===== config.mk =====
export PLATFORM = sky130hd
export DESIGN_NAME = instr_fetch_resp_flat
export DESIGN_NICKNAME = d
export VERILOG_FILES = /design/src/rtl/mips_pkg.sv /design/src/rtl/instr_fetch_resp_if.sv /design/src/rtl/fetch_fifo.sv /design/src/rtl/instr_fetch_resp.sv /design/src/flat_wrapper.sv
export SDC_FILE = /design/constraint.sdc
export NUM_CORES = 1
export LEC_CHECK = 0
export ABC_AREA = 1
export CAP_MARGIN = 20
export CORE_MARGIN = 4
export CORE_UTILIZATION = 56
export CTS_BUF_LIST = sky130_fd_sc_hd__clkbuf_8
export CTS_CLUSTER_DIAMETER = 150
export DETAILED_ROUTE_END_ITERATION = 16
export PLACE_DENSITY = 0.79
export SLEW_MARGIN = 10
export SYNTH_ARGS = -nofsm -noshare
export SYNTH_HDL_FRONTEND = slang
export SYNTH_SLANG_ARGS = --single-unit

===== constraint.sdc =====
create_clock -name clk -period 4.1 [get_ports clk]
set_input_delay 0.82 -clock clk [delete_from_list [all_inputs] [get_ports clk]]
set_output_delay 0.82 -clock clk [all_outputs]
set_load 0.03 [all_outputs]

===== src/rtl/mips_pkg.sv =====
// Shared types for the instruction fetch path: machine word width, the NOP
// encoding and the entry format carried through the instruction queue.
package mips_pkg;

    localparam int XLEN = 32;
    localparam logic [XLEN-1:0] NOP_INSTR = 32'h0000_0000;

    typedef struct packed {
        logic [XLEN-1:0] data;
        logic [XLEN-1:0] pc;
        logic            err;
    } fetch_entry_t;

    localparam int ENTRY_W = $bits(fetch_entry_t);

endpackage


===== src/rtl/instr_fetch_resp_if.sv =====
// Request, instruction-memory and decode-side signals of the fetch response block.
// The fetch block itself is the slave; the core/memory side is the master.
interface instr_fetch_resp_if
    import mips_pkg::*;
#(
    parameter int AW = 8
) ();

    logic            req_valid;
    logic [XLEN-1:0] req_pc;
    logic            req_ready;
    logic            flush;
    logic            imem_en;
    logic [AW-1:0]   imem_addr;
    logic [XLEN-1:0] imem_rdata;
    logic            inst_valid;
    logic [XLEN-1:0] inst_data;
    logic [XLEN-1:0] inst_pc;
    logic            inst_err;
    logic            inst_ready;
    logic [XLEN-1:0] fetch_cnt;

    modport slave (
        input  req_valid, req_pc, flush, imem_rdata, inst_ready,
        output req_ready, imem_en, imem_addr, inst_valid, inst_data, inst_pc, inst_err, fetch_cnt
    );

    modport master (
        output req_valid, req_pc, flush, imem_rdata, inst_ready,
        input  req_ready, imem_en, imem_addr, inst_valid, inst_data, inst_pc, inst_err, fetch_cnt
    );

endinterface


===== src/rtl/fetch_fifo.sv =====
// First-word-fall-through queue: rdata always shows the oldest entry.
// clear beats push and pop; push when full and pop when empty are ignored.
module fetch_fifo #(
    parameter int QDEPTH = 4,
    parameter int WIDTH  = 65
) (
    input  logic                     clk,
    input  logic                     rst_n,
    input  logic                     push,
    input  logic                     pop,
    input  logic                     clear,
    input  logic [WIDTH-1:0]         wdata,
    output logic [WIDTH-1:0]         rdata,
    output logic                     full,
    output logic                     empty,
    output logic [$clog2(QDEPTH):0]  count
);

    localparam int PW = $clog2(QDEPTH);
    localparam logic [PW:0] CNT_FULL = (PW+1)'(QDEPTH);

    logic [WIDTH-1:0] mem_q [QDEPTH];
    logic [PW-1:0]    wr_ptr_q, wr_ptr_d, rd_ptr_q, rd_ptr_d;
    logic [PW:0]      count_q, count_d;
    logic             do_push, do_pop;

    assign full    = (count_q == CNT_FULL);
    assign empty   = (count_q == '0);
    assign do_push = push && !full;
    assign do_pop  = pop && !empty;

    always_comb begin
        // NOTE: every always_comb output gets a default first, so no path can infer a latch.
        wr_ptr_d = wr_ptr_q;
        rd_ptr_d = rd_ptr_q;
        count_d  = count_q;
        if (clear) begin
            wr_ptr_d = '0;
            rd_ptr_d = '0;
            count_d  = '0;
        end else begin
            if (do_push) wr_ptr_d = wr_ptr_q + PW'(1);
            if (do_pop)  rd_ptr_d = rd_ptr_q + PW'(1);
            case ({do_push, do_pop})
                2'b10:   count_d = count_q + (PW+1)'(1);
                2'b01:   count_d = count_q - (PW+1)'(1);
                default: count_d = count_q;
            endcase
        end
    end

    // NOTE: state flops use non-blocking assignment so each one samples pre-edge values.
    always_ff @(posedge clk or negedge rst_n) begin
        if (!rst_n) begin
            wr_ptr_q <= '0;
            rd_ptr_q <= '0;
            count_q  <= '0;
        end else begin
            wr_ptr_q <= wr_ptr_d;
            rd_ptr_q <= rd_ptr_d;
            count_q  <= count_d;
        end
    end

    // NOTE: storage is deliberately not reset; count_q alone decides which words are valid.
    always_ff @(posedge clk) begin
        if (do_push && !clear) mem_q[wr_ptr_q] <= wdata;
    end

    assign rdata = mem_q[rd_ptr_q];
    assign count = count_q;

endmodule


===== src/rtl/instr_fetch_resp.sv =====
// Instruction fetch response path: issues synchronous imem reads, tracks one
// in-flight fetch and queues the returned words for decode in request order.
module instr_fetch_resp
    import mips_pkg::*;
#(
    parameter int AW     = 8,
    parameter int QDEPTH = 4
) (
    input logic               clk,
    input logic               reset,
    instr_fetch_resp_if.slave bus
);

    localparam int CW = $clog2(QDEPTH) + 1;
    localparam logic [CW:0] DEPTH_L = (CW+1)'(QDEPTH);

    logic            rst_meta_q, rst_n_q;
    logic            inflight_valid_q, inflight_valid_d;
    logic            inflight_err_q, inflight_err_d;
    logic [XLEN-1:0] inflight_pc_q, inflight_pc_d;
    logic [XLEN-1:0] fetch_cnt_q, fetch_cnt_d;
    logic [CW-1:0]   fifo_count;
    logic [CW:0]     reserved;
    logic            fifo_full, fifo_empty;
    logic            push, pop, accept, legal, req_ready;
    fetch_entry_t    push_entry, head_entry;
    logic [ENTRY_W-1:0] head_raw;

    // Reset asserts immediately but releases two edges later, keeping req_ready low until then.
    always_ff @(posedge clk or negedge reset) begin
        if (!reset) begin
            rst_meta_q <= 1'b0;
            rst_n_q    <= 1'b0;
        end else begin
            rst_meta_q <= 1'b1;
            rst_n_q    <= rst_meta_q;
        end
    end

    always_comb begin
        // A slot is reserved for the in-flight fetch so a push can never find the queue full.
        reserved  = {1'b0, fifo_count} + (CW+1)'(inflight_valid_q);
        req_ready = rst_n_q && !bus.flush && !fifo_full && (reserved < DEPTH_L);
        accept    = bus.req_valid && req_ready;
        legal     = (bus.req_pc[1:0] == 2'b00) && ((bus.req_pc >> (AW + 2)) == '0);

        // flush forces req_ready low, which also clears the in-flight slot.
        inflight_valid_d = accept;
        inflight_pc_d    = bus.req_pc;
        inflight_err_d   = !legal;

        push = inflight_valid_q;
        if (inflight_err_q) push_entry = '{data: NOP_INSTR, pc: inflight_pc_q, err: 1'b1};
        else                push_entry = '{data: bus.imem_rdata, pc: inflight_pc_q, err: 1'b0};

        pop         = !fifo_empty && bus.inst_ready;
        fetch_cnt_d = fetch_cnt_q + XLEN'(pop);
        head_entry  = fifo_empty ? '0 : fetch_entry_t'(head_raw);
    end

    always_ff @(posedge clk or negedge rst_n_q) begin
        if (!rst_n_q) begin
            inflight_valid_q <= 1'b0;
            inflight_err_q   <= 1'b0;
            inflight_pc_q    <= '0;
            fetch_cnt_q      <= '0;
        end else begin
            inflight_valid_q <= inflight_valid_d;
            inflight_err_q   <= inflight_err_d;
            inflight_pc_q    <= inflight_pc_d;
            fetch_cnt_q      <= fetch_cnt_d;
        end
    end

    fetch_fifo #(
        .QDEPTH (QDEPTH),
        .WIDTH  (ENTRY_W)
    ) u_fifo (
        .clk   (clk),
        .rst_n (rst_n_q),
        .push  (push),
        .pop   (pop),
        .clear (bus.flush),
        .wdata (push_entry),
        .rdata (head_raw),
        .full  (fifo_full),
        .empty (fifo_empty),
        .count (fifo_count)
    );

    assign bus.req_ready  = req_ready;
    assign bus.imem_en    = accept && legal;
    assign bus.imem_addr  = bus.req_pc[AW+1:2];
    assign bus.inst_valid = !fifo_empty;
    assign bus.inst_data  = head_entry.data;
    assign bus.inst_pc    = head_entry.pc;
    assign bus.inst_err   = head_entry.err;
    assign bus.fetch_cnt  = fetch_cnt_q;

endmodule


===== src/flat_wrapper.sv =====
// flat-port wrapper written by rule: the top's interface ports become plain ports
module instr_fetch_resp_flat import mips_pkg::*;
#(
    parameter int AW     = 8,
    parameter int QDEPTH = 4
)
  (clk, reset, bus_req_valid, bus_req_pc, bus_flush, bus_imem_rdata, bus_inst_ready, bus_req_ready, bus_imem_en, bus_imem_addr, bus_inst_valid, bus_inst_data, bus_inst_pc, bus_inst_err, bus_fetch_cnt);
  instr_fetch_resp_if #(.AW(AW)) bus_i ();
  input logic clk;
  input logic reset;
  input wire logic [$bits(bus_i.req_valid)-1:0] bus_req_valid;
  input wire logic [$bits(bus_i.req_pc)-1:0] bus_req_pc;
  input wire logic [$bits(bus_i.flush)-1:0] bus_flush;
  input wire logic [$bits(bus_i.imem_rdata)-1:0] bus_imem_rdata;
  input wire logic [$bits(bus_i.inst_ready)-1:0] bus_inst_ready;
  output wire logic [$bits(bus_i.req_ready)-1:0] bus_req_ready;
  output wire logic [$bits(bus_i.imem_en)-1:0] bus_imem_en;
  output wire logic [$bits(bus_i.imem_addr)-1:0] bus_imem_addr;
  output wire logic [$bits(bus_i.inst_valid)-1:0] bus_inst_valid;
  output wire logic [$bits(bus_i.inst_data)-1:0] bus_inst_data;
  output wire logic [$bits(bus_i.inst_pc)-1:0] bus_inst_pc;
  output wire logic [$bits(bus_i.inst_err)-1:0] bus_inst_err;
  output wire logic [$bits(bus_i.fetch_cnt)-1:0] bus_fetch_cnt;
  assign bus_i.req_valid = bus_req_valid;
  assign bus_i.req_pc = bus_req_pc;
  assign bus_i.flush = bus_flush;
  assign bus_i.imem_rdata = bus_imem_rdata;
  assign bus_i.inst_ready = bus_inst_ready;
  assign bus_req_ready = bus_i.req_ready;
  assign bus_imem_en = bus_i.imem_en;
  assign bus_imem_addr = bus_i.imem_addr;
  assign bus_inst_valid = bus_i.inst_valid;
  assign bus_inst_data = bus_i.inst_data;
  assign bus_inst_pc = bus_i.inst_pc;
  assign bus_inst_err = bus_i.inst_err;
  assign bus_fetch_cnt = bus_i.fetch_cnt;
  instr_fetch_resp #(.AW(AW), .QDEPTH(QDEPTH)) u_core (.clk(clk), .reset(reset), .bus(bus_i));
endmodule

======== After elaboration in Yosys (flattened, before gate mapping) ========
Memories as Yosys holds them, arrays and structs flattened.
Cells that the tools add are included.
word-level totals
  latch bits .............................. 0
  output and inout bits ................... 108
  bits in writable memories ............... 260
  word-level logic and storage cells ...... 50
  register bits ........................... 75
  ROM bits ................................ 0
  input bits .............................. 69
  memories kept ........................... 1
memory list
  memory               words  width  rd ports  clocked after Yosys merged registers in  wr ports  line              source
  u_core.u_fifo.mem_q  4      65     1         0                                        1         fetch_fifo.sv:22  logic [WIDTH-1:0] mem_q [QDEPTH];
operators by class
  equality and inequality tests ........... 3
  shifts and indexed selects .............. 0
  divide/modulo/power cells ............... 0
  bitwise gates (word level) .............. 0
  add/sub/neg operators ................... 6
  muxes and demuxes ....................... 10
  multipliers ............................. 0
  reduce and logical (&&, ||, !) cells .... 20
  magnitude comparators ................... 1
operators by type and width
  cell                   number
  $mux W65               2
  $add A32 B1 Y32        1
  $logic_not A32 Y1      1
  $logic_and A1 B1 Y1    10
  $mux W2                4
  $pmux W3 S2            1
  $add A2 B1 Y2 const B  2
  $add A3 B1 Y4          1
  $logic_not A1 Y1       4
  $lt A4 B3 Y1 const B   1
  $reduce_bool A2 Y1     2
  $add A3 B1 Y3 const B  1
  $eq A3 B3 Y1 const B   1
  $logic_not A3 Y1       1
  $mux W3                1
  $reduce_bool A3 Y1     1
  $sub A3 B1 Y3 const B  1
  $eq A2 B1 Y1 const B   1
  $eq A2 B2 Y1 const B   1
  $logic_not A2 Y1       1
  $mux W1                2

======== Longest topological paths before layout ========
Gate-level depths: netlist of the first run.
  word-level depth ........................ 7
  mapped depth ............................ 12
  depth with buffers taken out ............ 12

======== Cells and area by module ========
A second synthesis of the first run with hierarchy kept.
second synthesis, totals
  cells, all modules ...................... 1212
  area total of the unflattened synthesis .. 14227.4 um^2
by module, submodules not included
  module            cells each  seq. area each (um^2)  area each (um^2)  instances
  fetch_fifo        698         7982.7                 10580.1           1
  instr_fetch_resp  514         1701.6                 3647.2            1

======== Worst setup path before layout of the first run ========
Ideal clock, no wire load.
  path type ............................... input-to-reg
  start point ............................. in bus_flush
  end point ............................... mem u_core.u_fifo.mem_q[0][0] (enable)
  library setup time ...................... 0.488 ns
  buffers on the path ..................... 0
  cell stages on the path ................. 3
  slack ................................... -0.174 ns
  arrival time ............................ 3.786 ns
  cells stage by stage .................... nor2_1 inv_1 nor2_1
between the ends
  word-level cells in the longest chain between the ends .. 4
RTL lines
  element                        line                source
  start, declared                flat_wrapper.sv:13  input wire logic [$bits(bus_i.flush)-1:0] bus_flush;
  $logic_not A1 Y1               fetch_fifo.sv:67    if (do_push && !clear) mem_q[wr_ptr_q] <= wdata;
  $logic_and A1 B1 Y1            fetch_fifo.sv:67
  $mux W1                        fetch_fifo.sv:67
  $mux W1 (not written as such)  fetch_fifo.sv:67
  end, declared                  fetch_fifo.sv:22
No other way between the ends.

======== Worst setup path after layout of the first run ========
  start point ............................. in bus_req_pc[27]
  end point ............................... out bus_imem_en
between the ends
  word-level cells in the longest chain between the ends .. 3
RTL lines
  element              line                    source
  start, declared      flat_wrapper.sv:12      input wire logic [$bits(bus_i.req_pc)-1:0] bus_req_pc;
  $logic_not A32 Y1    instr_fetch_resp.sv:45  legal = (bus.req_pc[1:0] == 2'b00) && ((bus.req_pc >> (AW + 2)) == '0);
  $logic_and A1 B1 Y1  instr_fetch_resp.sv:45
  $logic_and A1 B1 Y1  instr_fetch_resp.sv:92  assign bus.imem_en = accept && legal;
  end, declared        flat_wrapper.sv:17      output wire logic [$bits(bus_i.imem_en)-1:0] bus_imem_en;
No other way between the ends.

==> results.json, run 1 <==
{
  "synth_top_cells_by_count": "nor2_1, edfxtp_1, o21ai_0",
  "synth_most_common_cell": "nor2_1",
  "post_dp_cell_area_um2": 15710,
  "antenna_cells": 0,
  "skew_ns": 0.01878,
  "drt_pass1_iterations": 7,
  "finalCritPeriodShare_pct": 95.72,
  "status": "complete, no violations",
  "clkSlewWorstSetupHoldPaths_ns": 0.05,
  "antenna_found_initial": 0,
  "ys_ff_latch": 335,
  "multi_input_area_um2": 3374,
  "synth_xor_area_share_pct": 1.156,
  "dp_cells": 1638,
  "synthMuxAreaShare_pct": 0,
  "initial_core_util_pct": 57.44,
  "drt_iter0_drc": 779,
  "overflow": 0,
  "async_reset_ff_share_pct": 22.39,
  "cts_setup_buffers": 0,
  "synth_top_area_share_pct": 57.23,
  "drc": 0,
  "tightest_slew_ns": 0.9711,
  "grt_pass1_vias": 9439,
  "cp_slowest_cell": "clkdlybuf4s50_1",
  "fin_cells": 1736,
  "max_stage_delay_ns": 0.71,
  "cts_buffer_depth": 3,
  "gp_congestion": 0.9050,
  "total_leakage_power_nw": 6.297,
  "period_minus_slack_ns": 3.924,
  "setup_viol": 0,
  "root_buffer": "clkbuf_8",
  "fin_area_um2": 16760,
  "regToRegStartpoint": "u_core.u_fifo.count[0]",
  "preCtsSetupSlack_ns": 0.2288,
  "yosys.cell_types.count": 37,
  "finalPower_mw": 7.733,
  "path_delay_family": "simple AND/OR/NAND/NOR gates",
  "synthAdderAreaFrac_pct": 0.7887,
  "netlist.top_cell.by_area": "edfxtp_1",
  "syn_inst": 1189,
  "die_h_um": 164.1,
  "end_kind": "primary output",
  "postRouteWirelength_um": 30450,
  "layout.nets": 1450,
  "synth_edf_count": 260,
  "synth-simple-area-share_pct": 15.01,
  "path_class": "in -> out",
  "hold_violations": 0,
  "cellPowerDensity_nw_per_um2": 461.3,
  "synth-compound-area-share_pct": 7.529,
  "cap_violations": 0,
  "numCtsBuffers": 52,
  "start_kind": "input port",
  "grt_first_pass_wirelength_um": 47620,
  "numPortBuffers": 176,
  "critPathBufInv": 2,
  "whs_ns": 0.3549,
  "hold_class": "reg -> reg",
  "required_ns": 3.28,
  "die_area_um2": 26920,
  "io_pins": 177,
  "synth-main-ff-cell": "edfxtp_1",
  "rsz0062_at_grt": "false",
  "worst_ep_arrival_time_ns": 3.10,
  "min_from": "u_core.rst_meta_q",
  "vias_per_cell": 5.319,
  "n_fill_cell": 1585,
  "numClockSinks": 335,
  "avgSynthCellArea_um2": 11.47,
  "cpMostUsedCell": "clkdlybuf4s50_1",
  "synth_top_family_by_area": "simple AND/OR/NAND/NOR gates",
  "area_growth_pct": 22.88,
  "cts_resized": 0,
  "slew_viol_final": 0,
  "drtAntennaViolNets": 0,
  "drive_above_1_share_pct": 9.880,
  "routed-via-count": 9234,
  "crit_chain": "clkdlybuf4s50_1 > or2_2 > nor3_1 > nand3_1 > nor2_1 > clkdlybuf4s50_1",
  "h-tree-depth": 2,
  "cts_tree": "done",
  "crit_start": "bus_req_pc[27]",
  "seq_area_um2": 9693,
  "cp_max_fo": 2,
  "coreArea_um2": 23750,
  "grt_max_degree": 132,
  "fmax_ghz": 0.2548,
  "synth.cell_area_um2": 13640,
  "layout_setup_ws_ns": 0.1756,
  "yosysSeqAreaShare_pct": 70.98,
  "grt_use_total_pct": 22.61,
  "die_x_um": 164.1,
  "cts_hold_buf": 0,
  "synth.area.top_cells": "edfxtp_1, dfrtp_1, nor2_1, o21ai_0, nand2_1",
  "insertion_delay_ns": 0.57,
  "routedWlPerCell_um": 17.54,
  "yosys_warnings": 0,
  "slew_headroom_pct": 35.26,
  "rows": 56,
  "vdd_drop_max_mv": 0.3340,
  "dp_hpwl_um": 17970,
  "syn_nets": 1266
}
## registers in the layout, indices dropped and copies added (netlist names)
register	cells
u_core.bus.fetch_cnt	32
u_core.inflight_valid_q	1
u_core.rst_n_q	1
u_core.inflight_err_q	1
u_core.rst_meta_q	1
u_core.u_fifo.count	3
u_core.inflight_pc_q	32
u_core.u_fifo.rd_ptr_q	2
u_core.u_fifo.mem_q	260
u_core.u_fifo.wr_ptr_q	2
## placed cells by master, fill, tap and decap left out, types with 4 or more instances in the layout
master | synthesis | routed
xnor2_1 | 5 | 5
xor2_1 | 13 | 13
inv_1 | 65 | 84
buf_4 | 20 | 12
nand4_1 | 4 | 4
nand2_1 | 93 | 93
nor2_2 | 6 | 6
o21ai_0 | 130 | 130
clkdlybuf4s50_1 | 0 | 170
nor3_2 | 4 | 4
ha_1 | 7 | 7
edfxtp_1 | 260 | 260
or2_2 | 6 | 6
clkinvlp_4 | 0 | 4
a21oi_1 | 67 | 67
nor2_1 | 329 | 325
dfrtp_1 | 75 | 72
clkinv_1 | 0 | 6
nand2_2 | 6 | 6
nand3b_1 | 5 | 5
clkbuf_8 | 0 | 57
clkinv_2 | 1 | 7
buf_12 | 0 | 9
o21ai_1 | 5 | 5
nor3_1 | 11 | 11
nand3_1 | 16 | 16
inv_2 | 6 | 6
nor2_4 | 4 | 8
## worst register-to-register path, cell delays in order, from the launching register on
cell and delay (ns):
dfrtp_1 0.44, nor2_2 0.09, nand2_1 0.06, nand2_1 0.09
nor2_1 0.18, inv_1 0.21, nor2_4 0.53, buf_12 0.30
## power breakdown
part	internal, mW	total, mW	switching (mW)
clock	1.48	2.73	1.25
sequential	3.71	3.76	0.0577
combinational	0.446	1.24	0.789
## layout make-up
cell class	instances	share of cell area [%]
Clock buffer	57	4.679
Clock inverter	41	1.612
Inverter	72	1.620
Multi-Input combinational cell	721	20.13
Sequential cell	335	57.82
Tap cell	319	2.381
Timing Repair Buffer	191	11.76
## per-stage QoR
stage / util (%) / TNS, ns
after global routing: 70.58 / 0
final: 70.58 / 0
after floorplan: - / -45.20
after global placement: 66.14 / 0
after detailed placement: 66.14 / 0
after CTS: 70.58 / 0
## metal layers
| metal | track usage (%) | routed length [µm] |
|---|---|---|
| met5 | 0 | 0 |
| met4 | 8.349 | 643 |
| met3 | 4.893 | 2224 |
| met2 | 38.36 | 15210 |
| met1 | 28.84 | 12370 |
## cells by family after synthesis
| logic type | count (synthesis) |
|---|---|
| simple gates | 490 |
| other cells | 1 |
| compound gates | 204 |
| flops | 335 |
| fa+ha+maj | 8 |
| buf+inv | 133 |
| xor+xnor | 18 |
## path summary, 6_finish.rpt
path / to / slack, ns / depth (start not counted)
worst min-delay path: u_core.rst_n_q / 0.35 / 0
worst max register to register: u_core.u_fifo.mem_q[0][36] / 1.87 / 7
worst min register to register: u_core.rst_n_q / 0.35 / 0
worst max-delay path: bus_imem_en / 0.18 / 6
max in group asynchronous: u_core.u_fifo.rd_ptr_q[0] / 2.83 / 1
min in group asynchronous: u_core.rst_n_q / 0.43 / 1
Power figures use the tool's default switching activity.
==> run 2, diff against run 1 <==
- HOLD_SLACK_MARGIN: default -> 0.15
- TNS_END_PERCENT: default -> 20
==> results of run 2 <==
No change in the layout: final DEF, timing and power equal those of run 1.
==> run 3, diff against run 2 <==
- CORE_UTILIZATION: 56 -> 55
- CTS_BUF_LIST: sky130_fd_sc_hd__clkbuf_8 -> sky130_fd_sc_hd__clkbuf_16
- PLACE_DENSITY: 0.79 -> 0.78
- SLEW_MARGIN: 10 -> default
==> run 3 against run 2 <==
Sequential power hardly changed. Count of clock-buffer cells in the layout is 22 lower. Sequential share of layout area is 0.23 points higher. Cell count is 1.6% lower. Flip-flop and latch count stayed put. Clock power is 1% higher. First-iteration DRC count is 21% higher. Fmax is 0.62% lower. Critical path type unchanged. Critical endpoint unchanged.
==> results.json, run 3 (synthesis gave the netlist of run 1 again) <==
{
  "regToRegStartpoint": "u_core.u_fifo.count[2]",
  "die_h_um": 165.5,
  "total_leakage_power_nw": 6.209,
  "clkSlewWorstSetupHoldPaths_ns": 0.06,
  "finalCritPeriodShare_pct": 96.31,
  "max_stage_delay_ns": 0.71,
  "hold_end": "u_core.rst_n_q",
  "n_fill_cell": 1741,
  "rows": 57,
  "routedWlPerCell_um": 18.19,
  "antenna_found_initial": 1,
  "fin_setup_tns_ns": 0,
  "whs_path_depth": 0,
  "hold_violations": 0,
  "cts_tree": "done",
  "vias_per_cell": 5.412,
  "grt_max_degree": 132,
  "tightest_slew_ns": 0.9562,
  "initial_core_util_pct": 55.94,
  "whs_ns": 0.3517,
  "grt_use_total_pct": 22.69,
  "skew_ns": 0.01433,
  "fmax_ghz": 0.2532,
  "setup_viol": 0,
  "drt_pass1_iterations": 5,
  "finalPower_mw": 7.774,
  "layout.nets": 1437,
  "hold_class": "reg -> reg",
  "grt_first_pass_wirelength_um": 48220,
  "h-tree-depth": 2,
  "cts_buffer_depth": 3,
  "ff2ff_setup_slack_ns": 1.91,
  "status": "complete, no violations",
  "coreArea_um2": 24390,
  "area_growth_pct": 22.39,
  "largest_reg_flops": 260,
  "use_met1_pct": 29.36,
  "vdd_drop_max_mv": 0.4344,
  "r2r_end": "u_core.bus.fetch_cnt[16]",
  "grt_busiest_layer": "met2",
  "cts_resized": 0,
  "cts_setup_buffers": 0,
  "grt_pass1_vias": 9171,
  "drc": 0,
  "cp_slowest_cell": "clkdlybuf4s50_1",
  "overflow": 0,
  "path_class": "in -> out",
  "postRouteWirelength_um": 31070,
  "numCtsBuffers": 34,
  "min_from": "u_core.rst_meta_q",
  "final_common_cell": "nor2_1",
  "routed-via-count": 9244,
  "cap_violations": 0,
  "period_minus_slack_ns": 3.949,
  "rsz0062_at_grt": "false",
  "die_area_um2": 27390,
  "root_buffer": "clkbuf_16",
  "die_x_um": 165.5,
  "slew_viol_final": 0,
  "drive_above_1_share_pct": 8.677,
  "gr-usage-met3_pct": 5.038,
  "cellPowerDensity_nw_per_um2": 465.6,
  "insertion_delay_ns": 0.51,
  "drtAntennaViolNets": 0,
  "use_met2_pct": 38.27,
  "slew_headroom_pct": 36.26,
  "start_kind": "input port",
  "numClockSinks": 335,
  "required_ns": 3.28,
  "fin_area_um2": 16700,
  "rr_worst_depth": 10,
  "top_register": "u_core.u_fifo.mem_q",
  "worst_ep_arrival_time_ns": 3.13,
  "io_pins": 177,
  "cp_max_fo": 2,
  "final_cell_mix": "nor2_1, edfxtp_1, clkdlybuf4s50_1",
  "dp_hpwl_um": 18830,
  "cpMostUsedCell": "clkdlybuf4s50_1",
  "post_dp_cell_area_um2": 15690,
  "gp_congestion": 0.9004,
  "end_kind": "primary output",
  "drt_iter0_drc": 939,
  "crit_chain": "clkdlybuf4s50_1 > or2_2 > nor3_1 > nand3_1 > nor2_1 > clkdlybuf4s50_1",
  "numPortBuffers": 176,
  "cts_hold_buf": 0
}
[run 3: area by class of cell]
type	instances	area, µm²	area share (%)
Clock inverter	24	125.1	0.7493
Clock buffer	35	875.8	5.245
Tap cell	324	405.4	2.428
Inverter	72	271.5	1.626
Sequential cell	335	9693	58.05
Multi-Input combinational cell	721	3374	20.21
Antenna cell	1	2.502	0.01499
Timing Repair Buffer	196	1949	11.67
[run 3: per-layer routing]
layer | wire length, µm | up-vias
met5 | 0 | -
met4 | 873 | 0
met3 | 2086 | 59
met2 | 15530 | 357
met1 | 12580 | 4473
li1 | - | 4355
[run 3: critical path, delay by kind of cell]
kind	cells	cell delay, ns
buffers and inverters	2	1.12
and+or+nand+nor	4	1.19
[run 3: how the worst max path moves through the flow]
stage / from / to / slack [ns] / cells past startpoint
finish: bus_req_pc[27] / bus_imem_en / 0.15 / 6
global placement: bus_req_pc[27] / bus_imem_en / 0.19 / 6
detailed placement: bus_req_pc[26] / bus_imem_en / 0.20 / 6
floorplan: bus_flush / u_core.u_fifo.mem_q[0][0] / -0.17 / 3
CTS: bus_req_pc[27] / bus_imem_en / 0.17 / 6
global route: bus_req_pc[25] / bus_imem_en / 0.09 / 6
[run 3: stage by stage]
step | util, % | std cells | setup WS [ns]
2_1_floorplan | - | 1189 | -0.1738
3_3_place_gp | 64.34 | 1648 | 0.1948
3_5_place_dp | 64.34 | 1648 | 0.1962
4_1_cts | 68.45 | 1707 | 0.1657
5_1_grt | 68.46 | 1708 | 0.09094
6_report | 68.46 | 1708 | 0.1511
[run 3: where the power goes]
group	total [mW]	internal (mW)	switching (mW)	leakage, nW
Combinational	1.24	0.442	0.794	2.39
Clock	2.77	1.56	1.22	0.509
Sequential	3.76	3.71	0.0575	3.31
Total	7.77	5.70	2.07	6.21
